**config.mk**
```make
export PLATFORM = sky130hd
export DESIGN_NAME = ex_div_flat
export DESIGN_NICKNAME = d
export VERILOG_FILES = /design/src/rtl/ex_div_pkg.sv /design/src/rtl/ex_div_if.sv /design/src/rtl/ex_div.sv /design/src/flat_wrapper.sv
export SDC_FILE = /design/constraint.sdc
export NUM_CORES = 1
export LEC_CHECK = 0
export CAP_MARGIN = 15
export CORE_UTILIZATION = 43
export CTS_BUF_LIST = sky130_fd_sc_hd__clkbuf_4 sky130_fd_sc_hd__clkbuf_8
export CTS_CLUSTER_DIAMETER = 100
export CTS_CLUSTER_SIZE = 14
export DETAILED_ROUTE_END_ITERATION = 12
export HOLD_SLACK_MARGIN = 0.05
export PLACE_DENSITY = 0.62
export SYNTH_ARGS = -nofsm -noshare
export SYNTH_HDL_FRONTEND = slang
export SYNTH_SLANG_ARGS = --single-unit
```
**constraint.sdc**
```tcl
create_clock -name clk -period 4.6 [get_ports clk]
set_input_delay 1.15 -clock clk [delete_from_list [all_inputs] [get_ports clk]]
set_output_delay 1.15 -clock clk [all_outputs]
set_load 0.03 [all_outputs]
```
**src/rtl/ex_div_pkg.sv**
```systemverilog
// Shared types and widths for the EX-stage iterative divider.
package ex_div_pkg;

  localparam int unsigned XLEN       = 32;
  localparam int unsigned CNT_W      = 5;
  localparam int unsigned REG_ADDR_W = 5;

  typedef enum logic [1:0] {
    DIV_OP_DIV  = 2'b00,
    DIV_OP_DIVU = 2'b01,
    DIV_OP_REM  = 2'b10,
    DIV_OP_REMU = 2'b11
  } div_op_e;

  typedef enum logic [1:0] {
    DIV_IDLE = 2'd0,
    DIV_CALC = 2'd1,
    DIV_DONE = 2'd2
  } div_state_e;

  // Two's-complement negate when neg is set.
  function automatic logic [XLEN-1:0] neg_if(input logic [XLEN-1:0] v, input logic neg);
    return neg ? (~v + XLEN'(1)) : v;
  endfunction

endpackage

```
**src/rtl/ex_div_if.sv**
```systemverilog
// EX-stage divide request / result bundle between the pipeline and the divider.
interface ex_div_if;
  import ex_div_pkg::*;

  logic                  start_i;
  logic [1:0]            op_i;
  logic [XLEN-1:0]       dividend_i;
  logic [XLEN-1:0]       divisor_i;
  logic [REG_ADDR_W-1:0] rd_addr_i;
  logic                  flush_i;
  logic                  busy_o;
  logic                  ready_o;
  logic [XLEN-1:0]       result_o;
  logic [REG_ADDR_W-1:0] rd_addr_o;
  logic                  regs_wen_o;

  modport master (
    output start_i, op_i, dividend_i, divisor_i, rd_addr_i, flush_i,
    input  busy_o, ready_o, result_o, rd_addr_o, regs_wen_o
  );

  modport slave (
    input  start_i, op_i, dividend_i, divisor_i, rd_addr_i, flush_i,
    output busy_o, ready_o, result_o, rd_addr_o, regs_wen_o
  );

endinterface

```
**src/rtl/ex_div.sv**
```systemverilog
// Iterative radix-2 restoring divider for RV32M DIV/DIVU/REM/REMU in EX.
module ex_div
  import ex_div_pkg::*;
(
  input  logic     clk,
  input  logic     rstn,
  ex_div_if.slave  bus
);

  div_state_e            state_q;
  logic [CNT_W-1:0]      cnt_q;
  logic [1:0]            op_q;
  logic                  dvd_neg_q;
  logic                  dvs_neg_q;
  logic [XLEN-1:0]       divisor_q;
  logic [XLEN-1:0]       rem_q;
  logic [XLEN-1:0]       quot_q;
  logic [REG_ADDR_W-1:0] rd_q;
  logic                  ready_q;
  logic [XLEN-1:0]       result_q;
  logic [REG_ADDR_W-1:0] rd_out_q;

  logic            accept_c;
  logic            signed_op_c;
  logic            dvd_neg_c;
  logic            dvs_neg_c;
  logic            div_zero_c;
  logic            ovf_c;
  logic [XLEN-1:0] special_c;
  logic [XLEN:0]   shifted_c;
  logic [XLEN:0]   diff_c;
  logic [XLEN-1:0] rem_nxt_c;
  logic [XLEN-1:0] quot_nxt_c;
  logic [XLEN-1:0] final_c;

  // Request decode: acceptance, signedness and the two short-circuit cases.
  always_comb begin
    accept_c    = (state_q == DIV_IDLE) & bus.start_i & ~bus.flush_i;
    signed_op_c = ~bus.op_i[0];
    dvd_neg_c   = signed_op_c & bus.dividend_i[XLEN-1];
    dvs_neg_c   = signed_op_c & bus.divisor_i[XLEN-1];
    div_zero_c  = (bus.divisor_i == '0);
    ovf_c       = signed_op_c
                & (bus.dividend_i == {1'b1, {(XLEN-1){1'b0}}})
                & (bus.divisor_i == '1);
    special_c   = '0;
    if (div_zero_c) begin
      special_c = bus.op_i[1] ? bus.dividend_i : '1;
    end else if (ovf_c) begin
      special_c = bus.op_i[1] ? '0 : bus.dividend_i;
    end
  end

  // One restoring step plus sign correction of the resulting quotient/remainder.
  always_comb begin
    shifted_c = {rem_q, quot_q[XLEN-1]};
    diff_c    = shifted_c - {1'b0, divisor_q};
    if (!diff_c[XLEN]) begin
      rem_nxt_c  = diff_c[XLEN-1:0];
      quot_nxt_c = {quot_q[XLEN-2:0], 1'b1};
    end else begin
      rem_nxt_c  = shifted_c[XLEN-1:0];
      quot_nxt_c = {quot_q[XLEN-2:0], 1'b0};
    end
    if (op_q[1]) begin
      final_c = neg_if(rem_nxt_c, (op_q == DIV_OP_REM) & dvd_neg_q);
    end else begin
      final_c = neg_if(quot_nxt_c, (op_q == DIV_OP_DIV) & (dvd_neg_q ^ dvs_neg_q));
    end
  end

  // Control FSM with operand datapath and registered result outputs.
  always_ff @(posedge clk or negedge rstn) begin
    if (!rstn) begin
      state_q   <= DIV_IDLE;
      cnt_q     <= '0;
      op_q      <= '0;
      dvd_neg_q <= 1'b0;
      dvs_neg_q <= 1'b0;
      divisor_q <= '0;
      rem_q     <= '0;
      quot_q    <= '0;
      rd_q      <= '0;
      ready_q   <= 1'b0;
      result_q  <= '0;
      rd_out_q  <= '0;
    end else begin
      ready_q  <= 1'b0;
      result_q <= '0;
      rd_out_q <= '0;
      unique case (state_q)
        DIV_IDLE: begin
          if (accept_c) begin
            op_q      <= bus.op_i;
            rd_q      <= bus.rd_addr_i;
            dvd_neg_q <= dvd_neg_c;
            dvs_neg_q <= dvs_neg_c;
            divisor_q <= neg_if(bus.divisor_i, dvs_neg_c);
            quot_q    <= neg_if(bus.dividend_i, dvd_neg_c);
            rem_q     <= '0;
            cnt_q     <= '0;
            if (div_zero_c | ovf_c) begin
              state_q  <= DIV_DONE;
              ready_q  <= 1'b1;
              result_q <= special_c;
              rd_out_q <= bus.rd_addr_i;
            end else begin
              state_q <= DIV_CALC;
            end
          end
        end
        DIV_CALC: begin
          if (bus.flush_i) begin
            state_q <= DIV_IDLE;
          end else begin
            rem_q  <= rem_nxt_c;
            quot_q <= quot_nxt_c;
            cnt_q  <= cnt_q + CNT_W'(1);
            if (cnt_q == CNT_W'(XLEN-1)) begin
              state_q  <= DIV_DONE;
              ready_q  <= 1'b1;
              result_q <= final_c;
              rd_out_q <= rd_q;
            end
          end
        end
        DIV_DONE: state_q <= DIV_IDLE;
        default:  state_q <= DIV_IDLE;
      endcase
    end
  end

  // Stall request drops in the flush cycle and while the result is presented.
  assign bus.busy_o     = accept_c | ((state_q == DIV_CALC) & ~bus.flush_i);
  assign bus.ready_o    = ready_q;
  assign bus.regs_wen_o = ready_q;
  assign bus.result_o   = result_q;
  assign bus.rd_addr_o  = rd_out_q;

endmodule
```
**src/flat_wrapper.sv**
```systemverilog
// flat-port wrapper written by rule: the top's interface ports become plain ports
module ex_div_flat import ex_div_pkg::*;
  (clk, rstn, bus_start_i, bus_op_i, bus_dividend_i, bus_divisor_i, bus_rd_addr_i, bus_flush_i, bus_busy_o, bus_ready_o, bus_result_o, bus_rd_addr_o, bus_regs_wen_o);
  ex_div_if bus_i ();
  input  logic clk;
  input  logic rstn;
  input wire logic [$bits(bus_i.start_i)-1:0] bus_start_i;
  input wire logic [$bits(bus_i.op_i)-1:0] bus_op_i;
  input wire logic [$bits(bus_i.dividend_i)-1:0] bus_dividend_i;
  input wire logic [$bits(bus_i.divisor_i)-1:0] bus_divisor_i;
  input wire logic [$bits(bus_i.rd_addr_i)-1:0] bus_rd_addr_i;
  input wire logic [$bits(bus_i.flush_i)-1:0] bus_flush_i;
  output wire logic [$bits(bus_i.busy_o)-1:0] bus_busy_o;
  output wire logic [$bits(bus_i.ready_o)-1:0] bus_ready_o;
  output wire logic [$bits(bus_i.result_o)-1:0] bus_result_o;
  output wire logic [$bits(bus_i.rd_addr_o)-1:0] bus_rd_addr_o;
  output wire logic [$bits(bus_i.regs_wen_o)-1:0] bus_regs_wen_o;
  assign bus_i.start_i = bus_start_i;
  assign bus_i.op_i = bus_op_i;
  assign bus_i.dividend_i = bus_dividend_i;
  assign bus_i.divisor_i = bus_divisor_i;
  assign bus_i.rd_addr_i = bus_rd_addr_i;
  assign bus_i.flush_i = bus_flush_i;
  assign bus_busy_o = bus_i.busy_o;
  assign bus_ready_o = bus_i.ready_o;
  assign bus_result_o = bus_i.result_o;
  assign bus_rd_addr_o = bus_i.rd_addr_o;
  assign bus_regs_wen_o = bus_i.regs_wen_o;
  ex_div u_core (.clk(clk), .rstn(rstn), .bus(bus_i));
endmodule
```
; Word-level counts from Yosys, hierarchy flattened
; Cells that the tools add are included.
[classes]
n_mux = 40
bitwise_logic = 18
n_reduce_logical = 7
eq_ne = 8
addsub = 6
[op_table]
columns = operator, count
row1 = $mux W32, 18
row2 = $pmux W32 S2, 3
row3 = $add A32 B1 Y32 const B, 4
row4 = $not A32 Y32, 4
row5 = $eq A32 B32 Y1 const B, 2
row6 = $sub A33 B32 Y33, 1
row7 = $logic_not A32 Y1, 1
row8 = $mux W5, 6
row9 = $pmux W5 S2, 2
row10 = $and A1 B1 Y1, 9
row11 = $mux W2, 4
row12 = $add A5 B1 Y5 const B, 1
row13 = $eq A5 B5 Y1 const B, 1
row14 = $mux W1, 5
row15 = $logic_not A2 Y1, 2
row16 = $pmux W2 S2, 1
row17 = $reduce_and A2 Y1, 2
row18 = $ne A3 B2 Y1 const B, 1
row19 = $reduce_and A3 Y1, 1
row20 = $eq A2 B1 Y1 const B, 1
row21 = $eq A2 B2 Y1 const B, 1
row22 = $ne A2 B1 Y1 const B, 1
row23 = $ne A2 B2 Y1 const B, 1
row24 = $not A1 Y1, 2
row25 = 4 further kinds, 5
[word_totals]
output_inout_bits = 40
elab_cells = 91
reg_bits = 150
in_bits = 75

; Logic depth before layout (Yosys ltp)
; Gate-level depths: netlist (run 1).
[logic_depth]
ltp_word = 9
mapped_depth = 20
ltp_nobuf = 17

; Worst setup path after synthesis (run 1)
; No wires, ideal clock.
[synth_timing]
kind = register -> register
from = register u_core.quot_q[31]
to = register u_core.result_q[24] (netlist: u_core.bus.result_o[24])
required_time_ps = 4476
slack_ps = 122
synth_period_minus_slack_ps = 4478
stages_incl_launch_ff = 21
arrival_ps = 4354
n_path_buf = 3
cell_sequence = dfrtp_1 inv_1 ha_1 fa_1 nor2b_1 o31ai_1 a31o_2 a2111oi_4 o31a_4 nor2_8 inv_4 buf_2 buf_2 ha_1 clkbuf_1 nand3_1 nor4_1 a21oi_1 xnor2_1 o22ai_1 a211o_1
[synth_via]
elab_chain_len = 9
word_cells_on_any_way = 13
[synth_rtl]
columns = element, line_no
row1 = start: declaration, ex_div.sv:17  ; logic [XLEN-1:0] quot_q;
row2 = start signal: assignment, ex_div.sv:99  ; quot_q <= neg_if(bus.dividend_i, dvd_neg_c);
row3 = start signal: assignment, ex_div.sv:117  ; quot_q <= quot_nxt_c;
row4 = $sub A33 B32 Y33, ex_div.sv:57  ; diff_c = shifted_c - {1'b0, divisor_q};
row5 = $mux W1 / $mux W32 (equally long branches), ex_div.sv:58  ; if (!diff_c[XLEN]) begin
row6 = $not A32 Y32, ex_div_pkg.sv:23  ; return neg ? (~v + XLEN'(1)) : v;
row7 = $add A32 B1 Y32, ex_div_pkg.sv:23
row8 = $mux W32, ex_div_pkg.sv:23
row9 = $mux W32 *, ex_div.sv:65  ; if (op_q[1]) begin
row10 = $mux W32 *, ex_div.sv:119  ; if (cnt_q == CNT_W'(XLEN-1)) begin
row11 = $mux W32 *, ex_div.sv:113  ; if (bus.flush_i) begin
row12 = $pmux W32 S2 *, ex_div.sv:91  ; unique case (state_q)
row13 = end signal: assignment, ex_div.sv:105  ; result_q <= special_c;
row14 = end signal: assignment, ex_div.sv:122  ; result_q <= final_c;
row15 = end: declaration, ex_div.sv:20  ; logic [XLEN-1:0] result_q;
; Mark *: on every way between the ends. The rest lies on a longest branch, timed or not.
; A chain may end at the register's enable or synchronous reset.

; Final worst setup path (run 1)
; Same ends and word-level chain as after synthesis.

==> results of run 1 <==
==> routing by layer <==
metal	vias up	wire length, microns
li1	5564	-
met1	5430	17200
met2	358	17400
met3	42	2010
met4	0	859
met5	-	0
==> worst min-delay path, cell delays in order, from the launching register on <==
cell,delay [ns]
sky130_fd_sc_hd__dfrtp_1,0.35
sky130_fd_sc_hd__nand2_1,0.05
sky130_fd_sc_hd__nand2_1,0.05
==> synth_stat cells, types with 7 or more instances <==
| cell | count | area (sq um) |
|---|---|---|
| sky130_fd_sc_hd__o21a_1 | 9 | 67.6 |
| sky130_fd_sc_hd__o22ai_1 | 17 | 106 |
| sky130_fd_sc_hd__o31ai_1 | 14 | 105 |
| sky130_fd_sc_hd__and2_1 | 9 | 56.3 |
| sky130_fd_sc_hd__nor2b_1 | 11 | 68.8 |
| sky130_fd_sc_hd__mux2i_1 | 17 | 170 |
| sky130_fd_sc_hd__nor3_1 | 34 | 170 |
| sky130_fd_sc_hd__dfrtp_1 | 150 | 3750 |
| sky130_fd_sc_hd__xor2_1 | 69 | 604 |
| sky130_fd_sc_hd__inv_1 | 54 | 203 |
| sky130_fd_sc_hd__o41ai_1 | 8 | 70.1 |
| sky130_fd_sc_hd__nor4_1 | 10 | 62.6 |
| sky130_fd_sc_hd__nand2b_1 | 16 | 100 |
| sky130_fd_sc_hd__a21oi_1 | 141 | 706 |
| sky130_fd_sc_hd__nand2_1 | 214 | 803 |
| sky130_fd_sc_hd__a211oi_1 | 11 | 82.6 |
| sky130_fd_sc_hd__nor2_1 | 147 | 552 |
| sky130_fd_sc_hd__nand4_1 | 19 | 119 |
| sky130_fd_sc_hd__or3_1 | 27 | 169 |
| sky130_fd_sc_hd__a22o_1 | 7 | 61.3 |
| sky130_fd_sc_hd__a31oi_1 | 14 | 87.6 |
| sky130_fd_sc_hd__clkbuf_1 | 56 | 210 |
| sky130_fd_sc_hd__nand3_1 | 23 | 115 |
| sky130_fd_sc_hd__o211ai_1 | 15 | 113 |
| sky130_fd_sc_hd__o21ai_0 | 164 | 821 |
| sky130_fd_sc_hd__o221ai_1 | 13 | 114 |
| sky130_fd_sc_hd__buf_2 | 12 | 60.1 |
| sky130_fd_sc_hd__xnor2_1 | 63 | 552 |
| sky130_fd_sc_hd__or4_1 | 9 | 67.6 |
| sky130_fd_sc_hd__ha_1 | 38 | 475 |
| sky130_fd_sc_hd__a21o_1 | 11 | 82.6 |
==> cell type report <==
class	count	share of cell area [%]
repair buffers	162	11.2
well taps	335	3.06
inverters	55	1.52
clock inverters	15	1.15
clock buffers	17	1.71
multi-input cells	1222	54.0
flip-flops and latches	150	27.4
==> flip-flops by register name, indices dropped and copies added (netlist names) <==
signal and cells:
u_core.rem_q 32, u_core.cnt_q 5, u_core.bus.ready_o 1, u_core.dvd_neg_q 1
u_core.state_q 2, u_core.quot_q 32, u_core.bus.rd_addr_o 5, u_core.rd_q 5
u_core.dvs_neg_q 1, u_core.divisor_q 32, u_core.op_q 2, u_core.bus.result_o 32
==> power by group <==
group          switching [mW]  internal [mW]
Sequential              0.397           1.59
Clock                   0.601          0.452
Combinational            3.50           2.07
Total                    4.50           4.12
==> logic make-up after synthesis <==
| group | share of synthesized area, % |
|---|---|
| and+or+nand+nor | 22.3 |
| AOI/OAI and AO/OA | 25.2 |
| DFF | 32.2 |
| buffers and inverters | 4.56 |
| xor gates and xnor gates | 9.92 |
| adders and majority gates | 4.25 |
| muxes | 1.56 |
==> worst paths after layout <==
| path | from | to | slack [ns] | cells past startpoint |
|---|---|---|---|---|
| min in group asynchronous | rstn | u_core.divisor_q[8]$_DFFE_PN0P_ | 0.70 | 1 |
| min | u_core.rd_q[3]$_DFFE_PN0P_ | u_core.rd_q[3]$_DFFE_PN0P_ | 0.48 | 2 |
| max in group asynchronous | rstn | u_core.rem_q[24]$_DFFE_PN0P_ | 2.96 | 2 |
| min reg2reg | u_core.rd_q[3]$_DFFE_PN0P_ | u_core.rd_q[3]$_DFFE_PN0P_ | 0.48 | 2 |
| max | u_core.quot_q[31]$_DFFE_PN0P_ | u_core.bus.result_o[24]$_DFF_PN0_ | 0.25 | 16 |
| max reg2reg | u_core.quot_q[31]$_DFFE_PN0P_ | u_core.bus.result_o[24]$_DFF_PN0_ | 0.25 | 16 |
==> metrics by stage <==
stage                     cells  util [%]
after global routing       1956      52.0
after global placement     1920      50.3
after detailed placement   1920      50.3
after floorplan            1505         -
after CTS                  1952      51.8
final                      1956      52.0
==> timing repair <==
| item | 4_1_cts | 5_1_grt |
|---|---|---|
| gates resized for setup | 0 | 3 |
| endpoints found under the hold margin | 0 | 0 |
| setup endpoints to repair | 0 | 7 |
| buffers inserted | 0 | 3 |
==> reports/qor.log, run 1 <==
qor: routing.routed_wl 37.5 mm
qor: timing.final_max_slew_viol_count 0
qor: placed_design.dpl.hpwl 28.9 mm
qor: routing.dr_wl_cell 19.2 microns
qor: die.top_level_ports 115
qor: placed_design.port-buffer-count 114
qor: timing.holdWs 0.480 ns
qor: worst_setup_path.required 4.96 ns
qor: global_route.grt_use_total 27.5%
qor: routing.route.detailed.vias_per_inst 5.83
qor: synth.yosysWarnings 0
qor: cells_and_area.layout.cells.most_common sky130_fd_sc_hd__nand2_1
qor: worst_setup_path.arrival 4.71 ns
qor: worst_setup_path.cpMaxStageDelayCell sky130_fd_sc_hd__or3_4
qor: placed_design.placed_cell_area 13300 sq um
qor: die.dieArea 27800 sq um
qor: placed_design.place_worst_setup_slack 0.116 ns
qor: worst_setup_path.timing.critical_path.cells inv_1 > ha_1 > fa_1 > nor2b_1 > o31ai_1 > a31o_2 > a2111oi_4 > buf_4 > nor4_4 > nor2_8 > inv_4 > or3_4 > o21ai_0 > nand3_1 > mux2i_1 > a211o_1
qor: placed_design.gp_routability_congestion 0.953
qor: cells_and_area.multiInputGateArea 7400 sq um
qor: global_route.number_of_global_route_vias_before_repair 10800
qor: cells_and_area.layout-drive-gt1-share 6.97%
qor: timing.finalSetupViolations 0
qor: die.floorplan.core_area 26400 sq um
qor: worst_setup_path.worstPathBufferInverterCount 3
qor: global_route.use_met1 38.1%
qor: synth.synth_fp_nets 1619
qor: clock_network.cts-buffers-inserted 17
qor: routing.drc_errors 0
qor: worst_setup_path.critical_path.startpoint_type flop
qor: timing.min_period 4.35 ns
qor: synth.yosysSeqAreaShare 32.2%
qor: synth.synth_flop_cell sky130_fd_sc_hd__dfrtp_1
qor: synth.synth.avg_cell_area 7.74 sq um
qor: routing.ant_nets 0
qor: cells_and_area.final_net_count 1722
qor: clock_network.cts_buffer_depth 2
qor: die.count_of_standard_cell_rows 59
qor: clock_network.tritoncts built
qor: worst_setup_path.worst_path_largest_cell_delay 0.43 ns
qor: run_status.status finished clean
qor: clock_network.cts.sinks 150
qor: cells_and_area.antennaDiodeCount 0
qor: global_route.grt_pass1_wl 60.3 mm
qor: synth.async_reset_ff_share 100%
qor: die.die_width 167 microns
qor: cells_and_area.most-common-layout-cells 214 x sky130_fd_sc_hd__nand2_1, 164 x sky130_fd_sc_hd__o21ai_0, 150 x sky130_fd_sc_hd__dfrtp_1
qor: synth.post_synth_instance_area 11700 sq um
qor: clock_network.worst_skew_pair.late_latency 0.48 ns
qor: timing.fmaxAchievable 230 MHz
qor: synth.synth_seq_cells 150
qor: clock_network.ctsHtreeMaxLevel 4
qor: global_route.initial_antenna_violation_count 0
qor: pwr.report.power.total 8.62 mW
qor: timing.final_hold_violation_count 0
qor: cells_and_area.register_area 3750 sq um
qor: timing.period_share 94.6%
qor: worst_setup_path.ws_path_type reg2reg
qor: global_route.total_congestion_overflow_after_global_routing 0
qor: timing.fin_worst_skew 0.0158 ns
qor: global_route.grtUsageMet3 4.23%
qor: die.die_height 167 microns
qor: run.count_of_max_cap_constraint_violations 0
qor: global_route.grt_util_met2 44.2%
qor: worst_setup_path.critical_path.top_delay_family compound AO/OA/AOI/OAI gates
qor: clock_network.root_buf_cell sky130_fd_sc_hd__clkbuf_8
qor: synth.synth-edff-count 0
qor: cells_and_area.area_growth 17.6%
qor: cells_and_area.filler_cell_count 2597
qor: routing.detailedRoute.firstPassIterationCount 5
qor: clock_network.cts.clk_slew.worst_paths 0.10 ns
qor: pwr.leakage_dissipation 5.81 nW
qor: pwr.peak_vdd_ir 0.000368 V
qor: timing.grt_setup_unrepaired no
qor: global_route.grt_start_max_net_pins 100
qor: global_route.busiest_layer met2
qor: synth.post_synth_num_cell_types 78
qor: timing.max_slew.worst_pin.slew 0.980 ns
qor: cells_and_area.postLayoutCellArea 13700 sq um
qor: routing.drt_iter0_markers 991
qor: routing.detailroute.via_count 11400
qor: min_path.hold_class reg2reg
qor: synth.postSynthCellCount 1505
qor: die.initial_core_util 44.2%
qor: timing.worst_slew_margin_rel 34.7%
qor: timing.finalWorstSetupSlack 0.250 ns
qor: clock_network.hold_buffers 0
qor: pwr.power-per-cell-area 628 nW/um^2
qor: worst_setup_path.endpoint_kind flop
qor: timing.finalSetupTns 0 ns
qor: worst_setup_path.worst-path-max-fanout 22
(Power assumes the default switching activity.)
==> run 2, diff against run 1 <==
--- a/config.mk
+++ b/config.mk
@@ -5,14 +5,17 @@
 export SDC_FILE = /design/constraint.sdc
 export NUM_CORES = 1
 export LEC_CHECK = 0
+export ABC_AREA = 1
 export CAP_MARGIN = 15
-export CORE_UTILIZATION = 43
+export CELL_PAD_IN_SITES_DETAIL_PLACEMENT = 0
+export CELL_PAD_IN_SITES_GLOBAL_PLACEMENT = 1
+export CORE_UTILIZATION = 39
 export CTS_BUF_LIST = sky130_fd_sc_hd__clkbuf_4 sky130_fd_sc_hd__clkbuf_8
 export CTS_CLUSTER_DIAMETER = 100
 export CTS_CLUSTER_SIZE = 14
 export DETAILED_ROUTE_END_ITERATION = 12
 export HOLD_SLACK_MARGIN = 0.05
-export PLACE_DENSITY = 0.62
+export PLACE_DENSITY = 0.77
 export SYNTH_ARGS = -nofsm -noshare
 export SYNTH_HDL_FRONTEND = slang
 export SYNTH_SLANG_ARGS = --single-unit
==> run 2 against run 1 <==
  * Wire length rose by 25%
  * Critical path type unchanged
  * Count of clock-buffer cells in the layout is 3 higher
  * Hold slack better by 0.014 ns
  * Combinational power up 37%
  * Setup slack gained 0.16 ns
  * Synthesized area rose by 13%
  * Synthesized cell count grew 41%
  * Register-to-register slack better by 0.16 ns
  * First-iteration DRC count up 11%
  * Sequential power shrank 5%
==> reports/qor.log, run 2 <==
qor: run_status.status finished clean
qor: worst_setup_path.required 4.97 ns [about the same]
qor: global_route.grt_start_max_net_pins 73 [-27%]
qor: clock_network.tritoncts built
qor: timing.finalSetupTns 0 ns [unchanged]
qor: min_path.hold_depth 2 [unchanged]
qor: worst_setup_path.ws_path_type reg2reg
qor: clock_network.cts-buffers-inserted 17 [unchanged]
qor: clock_network.hold_buffers 0 [unchanged]
qor: timing.grt_setup_unrepaired no
qor: timing.fmaxAchievable 239 MHz [+3.8%]
qor: timing.final_hold_violation_count 0 [unchanged]
qor: synth.synth_fp_nets 2240 [+38%]
qor: worst_setup_path.timing.reg2reg.setup_slack 0.41 ns [+0.16 ns]
qor: synth.synth_flop_cell sky130_fd_sc_hd__dfrtp_1
qor: timing.fin_worst_skew 0.0218 ns [+0.00596 ns]
qor: clock_network.cts.sinks 150 [unchanged]
qor: cells_and_area.layout.cells.most_common sky130_fd_sc_hd__nand2_1
qor: worst_setup_path.r2r.worst_path.cells 30 [+14]
qor: cells_and_area.filler_cell_count 3516 [+35%]
qor: global_route.total_congestion_overflow_after_global_routing 0 [unchanged]
qor: timing.period_share 91.1% [-3.5 points]
qor: routing.drc_errors 0 [unchanged]
qor: worst_setup_path.crit-reg2reg-launch u_core.quot_q[31]$_DFFE_PN0P_
qor: routing.route.detailed.vias_per_inst 5.21 [-11%]
qor: placed_design.gp_routability_congestion 0.899 [-5.6%]
qor: worst_setup_path.cpMaxStageDelayCell sky130_fd_sc_hd__fa_1
qor: pwr.p_clk_share 12.1% [about the same]
qor: clock_network.cts.clk_slew.worst_paths 0.10 ns [about the same]
qor: min_path.hold_class reg2reg
qor: worst_setup_path.arrival 4.56 ns [-0.15 ns]
qor: global_route.grt_use_total 28.1% [+0.54 points]
qor: worst_setup_path.timing.rr.end u_core.bus.result_o[24]$_DFF_PN0_
qor: routing.detailroute.via_count 13900 [+22%]
qor: synth.post-synth-top-count-cell sky130_fd_sc_hd__nand2_1
qor: global_route.initial_antenna_violation_count 1 [+1]
qor: timing.min_period 4.19 ns [-0.161 ns]
qor: global_route.number_of_global_route_vias_before_repair 13100 [+21%]
qor: synth.synth_seq_cells 150 [unchanged]
qor: synth.post_synth_instance_area 13200 sq um [+13%]
qor: worst_setup_path.critical_path.startpoint_type flop
qor: cells_and_area.register_area 3750 sq um [unchanged]
qor: synth.post-synth-top-area-fraction 28.4% [-3.8 points]
qor: worst_setup_path.worst-path-max-fanout 5 [-77%]
qor: cells_and_area.area_growth 15.7%
qor: die.initial_core_util 39.5% [-4.7 points]
qor: timing.final_max_slew_viol_count 0 [unchanged]
qor: placed_design.port-buffer-count 114 [unchanged]
qor: run.count_of_max_cap_constraint_violations 0 [unchanged]
qor: pwr.peak_vdd_ir 0.000449 V [+22%]
qor: timing.max_slew.worst_pin.slew 1.12 ns [+0.139 ns]
qor: clock_network.cts_buffer_depth 2 [unchanged]
qor: global_route.grt_pass1_wl 73.3 mm [+22%]
qor: die.die_height 186 microns [+12%]
qor: placed_design.dpl.hpwl 36.8 mm [+28%]
qor: clock_network.ctsHtreeMaxLevel 4 [unchanged]
qor: synth.synth.avg_cell_area 6.22 sq um [-20%]
qor: pwr.int_power 4.61 mW [+12%]
qor: cells_and_area.final_net_count 2326 [+35%]
qor: min_path.hold_path_end u_core.divisor_q[4]$_DFFE_PN0P_
qor: synth.synth-edff-count 0 [unchanged]
qor: synth.yosysSeqAreaShare 28.4% [-3.8 points]
qor: cells_and_area.multiInputGateArea 7970 sq um [+7.7%]
qor: timing.holdWs 0.495 ns [+0.0144 ns]
qor: die.top_level_ports 115 [unchanged]
qor: synth.post_synth_num_cell_types 52 [-33%]
qor: die.die_width 186 microns [+12%]
qor: timing.finalSetupViolations 0 [unchanged]
qor: timing.worst_slew_margin_rel 25.3% [-9.4 points]
qor: pwr.leakage_dissipation 7.71 nW [+33%]
qor: clock_network.worst_skew_pair.late_latency 0.49 ns [about the same]
qor: pwr.power-per-cell-area 708 nW/um^2 [+13%]
qor: cells_and_area.layout-drive-gt1-share 6.43% [-0.54 points]
qor: synth.synth_top_cells_by_area sky130_fd_sc_hd__dfrtp_1 28%, sky130_fd_sc_hd__nand2_1 19%, sky130_fd_sc_hd__inv_1 8.5%
qor: clock_network.root_buf_cell sky130_fd_sc_hd__clkbuf_8
qor: worst_setup_path.endpoint_kind flop
qor: routing.detailedRoute.firstPassIterationCount 7 [+2]
qor: worst_setup_path.worst_path_largest_cell_delay 0.41 ns [-0.02 ns]
qor: pwr.switching_share 57.5% [+5.3 points]
qor: die.floorplan.core_area 33400 sq um [+27%]
qor: synth.postSynthCellCount 2126 [+41%]
qor: routing.ant_nets 0 [unchanged]
qor: routing.dr_wl_cell 17.6 microns [-8.3%]
qor: routing.drt_iter0_markers 1099 [+11%]
qor: routing.routed_wl 47.0 mm [+25%]
qor: min_path.hold_start u_core.divisor_q[4]$_DFFE_PN0P_
qor: cells_and_area.antennaDiodeCount 0 [unchanged]
qor: die.count_of_standard_cell_rows 67 [+14%]
qor: pwr.power_frac_seq 17.5% [-5.6 points]
qor: cells_and_area.most-common-layout-cells 665 x sky130_fd_sc_hd__nand2_1, 296 x sky130_fd_sc_hd__inv_1, 181 x sky130_fd_sc_hd__nor2_1
qor: synth.synth_largest_area_cell sky130_fd_sc_hd__dfrtp_1
qor: synth.async_reset_ff_share 100% [unchanged]
qor: synth.yosysWarnings 0 [unchanged]
qor: die.dieArea 34600 sq um [+25%]
qor: pwr.p_sw 6.22 mW [+38%]
qor: synth.synth.top_cells.by_count 665 x sky130_fd_sc_hd__nand2_1, 298 x sky130_fd_sc_hd__inv_1, 185 x sky130_fd_sc_hd__nor2_1
qor: pwr.power.share.combinational 70.5% [+5.8 points]
run 2: cell count changes in the layout (fill, tap and decap cells not counted), moves of 32 or more:
cell / change
sky130_fd_sc_hd__inv_1: +242
sky130_fd_sc_hd__nand3_1: +135
sky130_fd_sc_hd__xnor2_1: -43
sky130_fd_sc_hd__xor2_1: -32
sky130_fd_sc_hd__a21oi_1: -72
sky130_fd_sc_hd__nor2_1: +36
sky130_fd_sc_hd__nand2_1: +451
run 2: kinds of logic after synthesis:
| logic type | after synthesis | synth area share [%] |
|---|---|---|
| flip-flops | 150 | 28.4 |
| XOR/XNOR | 57 | 3.78 |
| AO/OA/AOI/OAI | 343 | 15.0 |
| AND/OR/NAND/NOR | 1155 | 37.6 |
| buffers and inverters | 382 | 11.5 |
| adder cells (fa/ha/maj) | 39 | 3.75 |
run 2: per-stage QoR:
step                instance area [sq um]  setup slack [ns]  std cells  utilization (%)  power (mW)
floorplan                           13200             0.498       2126                -        7.44
global placement                    14800             0.280       2640             44.2        9.44
detailed placement                  14800             0.322       2641             44.3        9.47
CTS                                 15300             0.346       2672             45.7        10.8
global route                        15300            0.0259       2672             45.7        11.8
finish                              15300             0.411       2672             45.7        10.8
run 2: how the worst max path moves through the flow:
stage                                              from                                end  slack [ns]  cells past startpoint
after floorplan                             bus_start_i                         bus_busy_o        0.50                      6
after global placement                 bus_divisor_i[2]   u_core.divisor_q[27]$_DFFE_PN0P_        0.28                     13
after detailed placement               bus_divisor_i[2]   u_core.divisor_q[27]$_DFFE_PN0P_        0.32                     13
after CTS                 u_core.quot_q[31]$_DFFE_PN0P_  u_core.bus.result_o[24]$_DFF_PN0_        0.35                     30
after global routing      u_core.quot_q[31]$_DFFE_PN0P_  u_core.bus.result_o[24]$_DFF_PN0_        0.03                     30
final                     u_core.quot_q[31]$_DFFE_PN0P_  u_core.bus.result_o[24]$_DFF_PN0_        0.41                     30
run 2: what timing repair did:
action / 4_1_cts / 5_1_grt
setup buffers: 0 / 0
gates resized for setup: 0 / 2
setup endpoints to repair: 0 / 5
run 2: layout make-up:
cell class	instances	area share, %
Clock inverter	11	1.45
Tap cell	448	3.67
Sequential cell	150	24.5
Timing Repair Buffer	140	8.89
Clock buffer	20	1.72
Inverter	309	7.60
Multi-Input combinational cell	1594	52.1
run 2: worst max-delay path: cells and delay by family, from the launching register on:
| family | cells | cell delay [ns] |
|---|---|---|
| compound gates | 3 | 0.37 |
| fa+ha+maj | 3 | 0.79 |
| buf+inv | 4 | 0.29 |
| flops | 1 | 0.33 |
| simple gates | 20 | 2.28 |
run 2: metal layers:
layer | vias to the layer above | wire (microns) | track usage [%] | part of all wire (%)
li1 | 6997 | - | - | -
met2 | 411 | 21200 | 44.3 | 45
met5 | - | 0 | 0 | 0
met3 | 48 | 2380 | 3.03 | 5.1
met1 | 6457 | 22300 | 39.9 | 47
met4 | 0 | 1100 | 8.85 | 2.3
run 2: power by group through the flow:
| stage | clock [mW] | sequential (mW) | combinational (mW) |
|---|---|---|---|
| finish | 1.31 | 1.89 | 7.63 |
| global route | 1.38 | 1.93 | 8.54 |
| CTS | 1.34 | 1.89 | 7.60 |
| detailed placement | 0 | 1.91 | 7.56 |
| global placement | 0 | 1.90 | 7.54 |
| floorplan | 0 | 1.79 | 5.65 |
